--- src/rtl/multi_channel_measure_pkg.sv ---
// Shared types and helpers for the windowed multi-channel measurement block.
// Holds the FSM state encoding and the 16-bit frequency saturation used by every channel.
package multi_channel_measure_pkg;

  typedef enum logic [1:0] {
    ST_IDLE = 2'd0,
    ST_ACQ  = 2'd1,
    ST_CALC = 2'd2,
    ST_PUB  = 2'd3
  } state_t;

  localparam int FREQ_W = 16;

  // Clamp a wide frequency product to the 16-bit result field.
  function automatic logic [FREQ_W-1:0] sat_u16(input logic [63:0] v);
    return (v > 64'(16'hFFFF)) ? {FREQ_W{1'b1}} : v[FREQ_W-1:0];
  endfunction

endpackage

--- src/rtl/multi_channel_measure_if.sv ---
// Sample/control inputs and published result bus of the measurement block.
// master drives samples and mode controls; slave is the measurement engine.
interface multi_channel_measure_if
  import multi_channel_measure_pkg::*;
#(
  parameter int N      = 8,
  parameter int NUM_CH = 2
);
  logic                     sample_en;
  logic [NUM_CH*N-1:0]      data_in;
  logic                     mode_cont;
  logic                     start;
  logic                     busy;
  logic                     meas_valid;
  logic [NUM_CH*N-1:0]      vpp;
  logic [NUM_CH*N-1:0]      dc_offset;
  logic [NUM_CH*FREQ_W-1:0] freq_out;
  logic [NUM_CH-1:0]        cross_ovf;

  modport master (
    output sample_en, data_in, mode_cont, start,
    input  busy, meas_valid, vpp, dc_offset, freq_out, cross_ovf
  );

  modport slave (
    input  sample_en, data_in, mode_cont, start,
    output busy, meas_valid, vpp, dc_offset, freq_out, cross_ovf
  );
endinterface

--- src/rtl/multi_channel_measure_stats.sv ---
// Per-channel window statistics: min/max/sum, hysteresis crossing counter and the
// mid-level that tracks the previous window's DC. Results are registered on latch.
module multi_channel_measure_stats
  import multi_channel_measure_pkg::*;
#(
  parameter int          N        = 8,
  parameter int          LOG2_WIN = 9,
  parameter int unsigned FS_HZ    = 20000,
  parameter int          HYST     = 4
) (
  input  logic              clk,
  input  logic              rst_n,
  input  logic              clr,
  input  logic              sample,
  input  logic              latch,
  input  logic [N-1:0]      x,
  output logic [N-1:0]      vpp,
  output logic [N-1:0]      dc,
  output logic [FREQ_W-1:0] freq,
  output logic              ovf
);
  localparam int SUM_W = N + LOG2_WIN;
  localparam int CNT_W = LOG2_WIN;

  logic [N-1:0]      min_reg, max_reg, mid_reg;
  logic [SUM_W-1:0]  sum_reg;
  logic [CNT_W-1:0]  cnt_reg;
  logic              armed_reg;
  logic [N-1:0]      vpp_reg, dc_reg;
  logic [FREQ_W-1:0] freq_reg;
  logic              ovf_reg;

  logic [N:0]        hi_ext;
  logic [N-1:0]      hi, lo;
  logic [N-1:0]      dc_calc;
  logic [63:0]       prod;
  logic [FREQ_W-1:0] freq_calc;

  always_comb begin
    hi_ext    = {1'b0, mid_reg} + (N+1)'(HYST);
    hi        = hi_ext[N] ? {N{1'b1}} : hi_ext[N-1:0];
    lo        = (mid_reg < N'(HYST)) ? {N{1'b0}} : mid_reg - N'(HYST);
    dc_calc   = sum_reg[SUM_W-1:LOG2_WIN];
    prod      = 64'(cnt_reg) * 64'(FS_HZ);
    freq_calc = sat_u16(prod >> LOG2_WIN);
  end

  // min starts at all-ones and max at zero so the first sample loads both.
  always_ff @(posedge clk or negedge rst_n) begin
    if (!rst_n) begin
      min_reg   <= {N{1'b1}};
      max_reg   <= {N{1'b0}};
      sum_reg   <= '0;
      cnt_reg   <= '0;
      armed_reg <= 1'b0;
      mid_reg   <= {1'b1, {(N-1){1'b0}}};
    end else begin
      if (clr) begin
        min_reg   <= {N{1'b1}};
        max_reg   <= {N{1'b0}};
        sum_reg   <= '0;
        cnt_reg   <= '0;
        armed_reg <= 1'b0;
      end else if (sample) begin
        if (x < min_reg) min_reg <= x;
        if (x > max_reg) max_reg <= x;
        sum_reg <= sum_reg + SUM_W'(x);
        if (armed_reg && (x > hi)) begin
          if (cnt_reg != {CNT_W{1'b1}}) cnt_reg <= cnt_reg + CNT_W'(1);
          armed_reg <= 1'b0;
        end else if (x < lo) begin
          armed_reg <= 1'b1;
        end
      end
      if (latch) mid_reg <= dc_calc;
    end
  end

  always_ff @(posedge clk or negedge rst_n) begin
    if (!rst_n) begin
      vpp_reg  <= '0;
      dc_reg   <= '0;
      freq_reg <= '0;
      ovf_reg  <= 1'b0;
    end else if (latch) begin
      vpp_reg  <= max_reg - min_reg;
      dc_reg   <= dc_calc;
      freq_reg <= freq_calc;
      ovf_reg  <= &cnt_reg;
    end
  end

  assign vpp  = vpp_reg;
  assign dc   = dc_reg;
  assign freq = freq_reg;
  assign ovf  = ovf_reg;

endmodule

--- src/rtl/multi_channel_measure.sv ---
// Windowed multi-channel Vpp / DC / frequency measurement: window FSM and counter,
// one statistics block per channel, and packing of the per-channel results.
module multi_channel_measure
  import multi_channel_measure_pkg::*;
#(
  parameter int          N        = 8,
  parameter int          NUM_CH   = 2,
  parameter int          LOG2_WIN = 9,
  parameter int unsigned FS_HZ    = 20000,
  parameter int          HYST     = 4
) (
  input  logic                   clk,
  input  logic                   rst_n,
  multi_channel_measure_if.slave bus
);
  state_t              state_reg, state_next;
  logic [LOG2_WIN-1:0] win_cnt_reg;
  logic                meas_valid_reg;
  logic                clr, sample, latch;

  logic [NUM_CH-1:0][N-1:0]      vpp_w, dc_w;
  logic [NUM_CH-1:0][FREQ_W-1:0] freq_w;
  logic [NUM_CH-1:0]             ovf_w;

  always_comb begin
    state_next = state_reg;
    clr        = 1'b0;
    sample     = 1'b0;
    latch      = 1'b0;
    case (state_reg)
      ST_IDLE: begin
        if (bus.start || bus.mode_cont) begin
          state_next = ST_ACQ;
          clr        = 1'b1;
        end
      end
      ST_ACQ: begin
        if (bus.sample_en) begin
          sample = 1'b1;
          if (win_cnt_reg == {LOG2_WIN{1'b1}}) state_next = ST_CALC;
        end
      end
      ST_CALC: begin
        latch      = 1'b1;
        state_next = ST_PUB;
      end
      ST_PUB: begin
        // mode_cont is sampled here, so a drop during ACQ still finishes the window.
        if (bus.mode_cont) begin
          state_next = ST_ACQ;
          clr        = 1'b1;
        end else begin
          state_next = ST_IDLE;
        end
      end
      default: state_next = ST_IDLE;
    endcase
  end

  always_ff @(posedge clk or negedge rst_n) begin
    if (!rst_n) begin
      state_reg      <= ST_IDLE;
      win_cnt_reg    <= '0;
      meas_valid_reg <= 1'b0;
    end else begin
      state_reg      <= state_next;
      meas_valid_reg <= latch;
      if (clr) win_cnt_reg <= '0;
      else if (sample) win_cnt_reg <= win_cnt_reg + LOG2_WIN'(1);
    end
  end

  genvar gi;
  generate
    for (gi = 0; gi < NUM_CH; gi++) begin : g_ch
      multi_channel_measure_stats #(
        .N        (N),
        .LOG2_WIN (LOG2_WIN),
        .FS_HZ    (FS_HZ),
        .HYST     (HYST)
      ) u_stats (
        .clk    (clk),
        .rst_n  (rst_n),
        .clr    (clr),
        .sample (sample),
        .latch  (latch),
        .x      (bus.data_in[gi*N +: N]),
        .vpp    (vpp_w[gi]),
        .dc     (dc_w[gi]),
        .freq   (freq_w[gi]),
        .ovf    (ovf_w[gi])
      );
    end
  endgenerate

  assign bus.busy       = (state_reg != ST_IDLE);
  assign bus.meas_valid = meas_valid_reg;
  assign bus.vpp        = vpp_w;
  assign bus.dc_offset  = dc_w;
  assign bus.freq_out   = freq_w;
  assign bus.cross_ovf  = ovf_w;

endmodule

--- src/flat_wrapper.sv ---
// flat-port wrapper written by rule: the top's interface ports become plain ports
module multi_channel_measure_flat import multi_channel_measure_pkg::*;
#(
  parameter int          N        = 8,
  parameter int          NUM_CH   = 2,
  parameter int          LOG2_WIN = 9,
  parameter int unsigned FS_HZ    = 20000,
  parameter int          HYST     = 4
)
  (clk, rst_n, bus_sample_en, bus_data_in, bus_mode_cont, bus_start, bus_busy, bus_meas_valid, bus_vpp, bus_dc_offset, bus_freq_out, bus_cross_ovf);
  multi_channel_measure_if #(.N(N), .NUM_CH(NUM_CH)) bus_i ();
  input  logic clk;
  input  logic rst_n;
  input wire logic [$bits(bus_i.sample_en)-1:0] bus_sample_en;
  input wire logic [$bits(bus_i.data_in)-1:0] bus_data_in;
  input wire logic [$bits(bus_i.mode_cont)-1:0] bus_mode_cont;
  input wire logic [$bits(bus_i.start)-1:0] bus_start;
  output wire logic [$bits(bus_i.busy)-1:0] bus_busy;
  output wire logic [$bits(bus_i.meas_valid)-1:0] bus_meas_valid;
  output wire logic [$bits(bus_i.vpp)-1:0] bus_vpp;
  output wire logic [$bits(bus_i.dc_offset)-1:0] bus_dc_offset;
  output wire logic [$bits(bus_i.freq_out)-1:0] bus_freq_out;
  output wire logic [$bits(bus_i.cross_ovf)-1:0] bus_cross_ovf;
  assign bus_i.sample_en = bus_sample_en;
  assign bus_i.data_in = bus_data_in;
  assign bus_i.mode_cont = bus_mode_cont;
  assign bus_i.start = bus_start;
  assign bus_busy = bus_i.busy;
  assign bus_meas_valid = bus_i.meas_valid;
  assign bus_vpp = bus_i.vpp;
  assign bus_dc_offset = bus_i.dc_offset;
  assign bus_freq_out = bus_i.freq_out;
  assign bus_cross_ovf = bus_i.cross_ovf;
  multi_channel_measure #(.N(N), .NUM_CH(NUM_CH), .LOG2_WIN(LOG2_WIN), .FS_HZ(FS_HZ), .HYST(HYST)) u_core (.clk(clk), .rst_n(rst_n), .bus(bus_i));
endmodule
--- config.mk ---
export PLATFORM = sky130hd
export DESIGN_NAME = multi_channel_measure_flat
export DESIGN_NICKNAME = d
export VERILOG_FILES = /design/src/rtl/multi_channel_measure_pkg.sv /design/src/rtl/multi_channel_measure_if.sv /design/src/rtl/multi_channel_measure_stats.sv /design/src/rtl/multi_channel_measure.sv /design/src/flat_wrapper.sv
export SDC_FILE = /design/constraint.sdc
export NUM_CORES = 1
export LEC_CHECK = 0
export CORE_ASPECT_RATIO = 1.4
export CORE_MARGIN = 1
export CORE_UTILIZATION = 30
export CTS_CLUSTER_DIAMETER = 40
export DETAILED_ROUTE_END_ITERATION = 8
export DONT_BUFFER_PORTS = 1
export HOLD_SLACK_MARGIN = 0.03
export MAX_ROUTING_LAYER = met4
export PLACE_DENSITY = 0.47
export SLEW_MARGIN = 20
export SYNTH_ARGS = -nofsm -noshare
export SYNTH_HDL_FRONTEND = slang
export SYNTH_SLANG_ARGS = --single-unit
--- constraint.sdc ---
create_clock -name clk -period 5.3 [get_ports clk]
set_clock_uncertainty 0.2 [all_clocks]
set_input_delay 0.265 -clock clk [delete_from_list [all_inputs] [get_ports clk]]
set_output_delay 0.265 -clock clk [all_outputs]
set_load 0.005 [all_outputs]
==> results.md <==
- Antenna-violating nets left: 0
- Critical path capture point type: flip-flop
- Crit path from: u_core.g_ch[0].u_stats.cnt_reg[6]
- Worst endpoint required time: 5440 ps
- Cell area power density: 390.1 nW/um^2
- Row cnt: 90
- Highest achievable clock rate: 225.1 MHz
- Clock period minus final worst setup slack: 4442 ps
- Std-Cell Core Area: 43020 sq um
- Mean instance size in the synthesized netlist: 9.522 sq um
- Antenna violations before repair: 0
- Antenna Diode Count: 0
- Clock group share of total power: 22.7%
- Routed Wire Length: 33.00 mm
- Vias in the first global route: 10300
- Floorplan die area: 44300 sq um
- Detailed Routing Iterations Pass 1: 6
- Maximum number of pins on one net before global-route repair: 165
- Critical Path Slowest Stage Cell: fa_1
- Worst hold path class: input pin to flip-flop
- Wire length of the first global-routing pass: 54.25 mm
- Worst R2R Setup Slack: 860 ps
- Drc violations: 2
- Count of mapped cells out of synthesis: 1369
- Floorplan die width: 178.2 um
- Clock slew seen by the registers of the worst setup and hold paths: 80 ps
- Number of distinct library cell variants in the gate-level netlist after synthesis: 72
- Number of cells in the design after placement: 1874
- Total negative setup slack: 0 ps
- Fillers: 4410
- Final critical-path setup slack: 858.3 ps
- Family of cells with the greatest summed delay on the critical path: adder cells
- Slew HR: 31.89%
- Largest stage delay on the critical path: 570 ps
- Total GRT Usage: 16.00%
- Async set or reset register ratio after synthesis: 100.0%
- Proportion of synthesized chip area in sequential cells: 31.65%
- CP bufs+invs: 2
- Clock tree from TritonCTS: built
- Most used cells in the layout excluding fill and tap cells: 193 x ha_1, 146 x dfrtp_1, 127 x inv_1
- Post-Syn Area: 13040 sq um
- Vias: 9908
- Leakage Power: 6.970 nW
- Post-CTS Repair Setup Buffers: 0
- Hold path startpoint: bus_data_in[12]
- Flops & latches, synth: 164
- Met1 wire length: 14.14 mm
- Uppermost signal routing layer after detailed routing: met4
- Switching Fraction: 42.16%
- Power Internal: 3.236 mW
- Failing checks: DRC
- Run status: finished, violations left
- Detailed placer's ending HPWL: 22.98 mm
- Largest fanout of any net on the critical path: 8
- Critical-path cell list: fa_1, inv_1, fa_1, inv_1, ha_1, fa_1, ha_1, a2111oi_0, o21ai_0, a41oi_1, xnor2_1, mux2_2
- Total gr overflow: 0
- Final-report hold violation count: 0
- RSZ-0062 raised after global routing: no
- Start-to-end type of the worst setup path: flip-flop to flip-flop
- Global placement routability congestion: 0.8073
- Setup-failing EPs final: 0
- Final Slew Violations: 0
- Peak supply drop: 0.0002743 V
- Part of the cycle the worst path needs: 83.81%
- Maximum count of clock buffers along a single path: 2
- P_sw: 2.359 mW
- Minimum setup slack after placement: 900.1 ps
- Final Instance Area: 14350 sq um
- Share of total power in sequential cells: 34.4%
- Amount of wire on met3 after detailed routing: 1.162 mm
- Htree depth: 4
- EDFF count, synth: 0
- Die Y-Extent: 248.7 um
- Most used flip-flop cell after synthesis: dfrtp_1
- Most frequent standard cell in the layout excluding fill and tap cells: ha_1
- Layout cell share with drive strength beyond 1: 8.140%
- Yosys Warn Count: 0
- Arrival time at the worst endpoint: 4580 ps
- Wirelength per Cell: 17.11 um
- Worst Hold Slack: 53.43 ps
- Placed cell area: 13530 sq um
- Startpoint of the worst register-to-register path: u_core.g_ch[0].u_stats.cnt_reg[6]
- Layout Nets: 1614
- Area Growth Syn to Fin: 10.05%
- Worst setup SP type: flip-flop
- Root Buffer Master: clkbuf_16
- Number of primary I/O pins: 89
- Worst skew pair latency: 460 ps
- Detailed Route Iter0 Violations: 383
- Final standard cell count with taps included and fillers excluded: 1928
- DR WL met2: 16.81 mm
- Max-cap violation count: 0
- Clock buffers created by TritonCTS: 17
- Number of vias per cell: 5.139
- CTS sink cnt: 164
- Flip-flop count of the largest register, all copies and words added: 34
- Port Buf Inserts: 0
- Portion of total power attributed to combinational logic: 42.9%
- Initial Util: 30.31%
- Transition time at the pin with the least slew margin: 1022 ps
- Most frequent CP cell: fa_1
## power by group through the flow
stage | combinational, mW | clock [mW] | sequential, mW
2_1_floorplan | 1.83 | 0 | 1.84
3_3_place_gp | 2.35 | 0 | 1.95
3_5_place_dp | 2.38 | 0 | 1.95
4_1_cts | 2.45 | 1.32 | 1.93
5_1_grt | 2.76 | 1.37 | 1.98
6_report | 2.40 | 1.27 | 1.92
## cell type report
cell class | count | area (sq um) | share of cell area [%]
Clock inverter | 15 | 156.4 | 1.090
Multi-Input combinational cell | 1023 | 8173 | 56.97
Sequential cell | 164 | 4126 | 28.76
Timing Repair Buffer | 30 | 297.8 | 2.076
Clock buffer | 17 | 425.4 | 2.965
Inverter | 127 | 476.7 | 3.323
Tap cell | 552 | 690.7 | 4.814
## worst min-delay path: stages
cell and delay, ps:
ha_1 190, xnor2_1 90, nand2_1 60, a21oi_1 50
## cells in the mapped netlist, drive strengths merged, types with 5 or more instances
master,instances,area [sq um]
ha,194,2427
dfrtp,146,3654
inv,127,476.7
nand2,97,366.6
a21oi,92,460.4
o21ai,90,450.4
nor2,58,225.2
nand3,51,255.2
fa,36,720.7
mux2,35,394.1
buf,29,186.4
o21a,28,210.2
clkbuf,27,101.4
a211oi,26,230.2
xnor2,25,219.0
a211o,22,192.7
nor3,20,100.1
dfstp,18,473.0
nor2b,18,112.6
nand4,17,106.4
xor2,17,148.9
a21o,16,120.1
or3,15,93.84
mux2i,14,140.1
o31ai,14,105.1
and3,13,81.33
or4,11,86.33
nand2b,10,62.56
o211ai,9,67.56
o21bai,7,52.55
nor3b,6,45.04
o211a,6,60.06
or2,6,37.54
and2,5,31.28
and4,5,43.79
nand3b,5,37.54
nor4,5,31.28
## what timing repair did
action / 4_1_cts / 5_1_grt
resized for setup: 0 / 0
hold buffers: 22 / 0
hold endpoints to repair: 211 / 0
## final timing paths
path / endpoint / cells after the start
setup / recovery: u_core.g_ch[0].u_stats.freq[11] / 12
max in group asynchronous: u_core.g_ch[1].u_stats.mid_reg[0] / 2
setup reg to reg: u_core.g_ch[0].u_stats.freq[11] / 12
hold reg to reg: u_core.g_ch[1].u_stats.sum_reg[6] / 2
hold / removal: u_core.g_ch[1].u_stats.sum_reg[4] / 4
min in group asynchronous: u_core.g_ch[0].u_stats.freq[5] / 2
## layer usage
metal	global-route usage [%]	vias to the layer above
li1	-	4887
met1	18.19	4836
met2	27.86	136
met3	2.615	49
met4	5.860	0
met5	-	-
## through the flow
step,utilization [%],total power [mW]
6_report,33.35,5.596
5_1_grt,33.35,6.098
4_1_cts,33.35,5.703
3_5_place_dp,31.45,4.331
3_3_place_gp,31.45,4.297
2_1_floorplan,-,3.668
## kinds of logic after synthesis
| kind of cell | Yosys count | share of synthesized area (%) |
|---|---|---|
| AO/OA/AOI/OAI | 348 | 17.46 |
| flip-flops | 164 | 31.65 |
| XOR/XNOR | 42 | 2.822 |
| AND/OR/NAND/NOR | 352 | 13.93 |
| buffers and inverters | 183 | 5.864 |
| adder cells (fa/ha/maj) | 230 | 24.15 |
| multiplexers | 49 | 4.098 |
| other | 1 | 0.02877 |
Power figures use the tool's default switching activity.
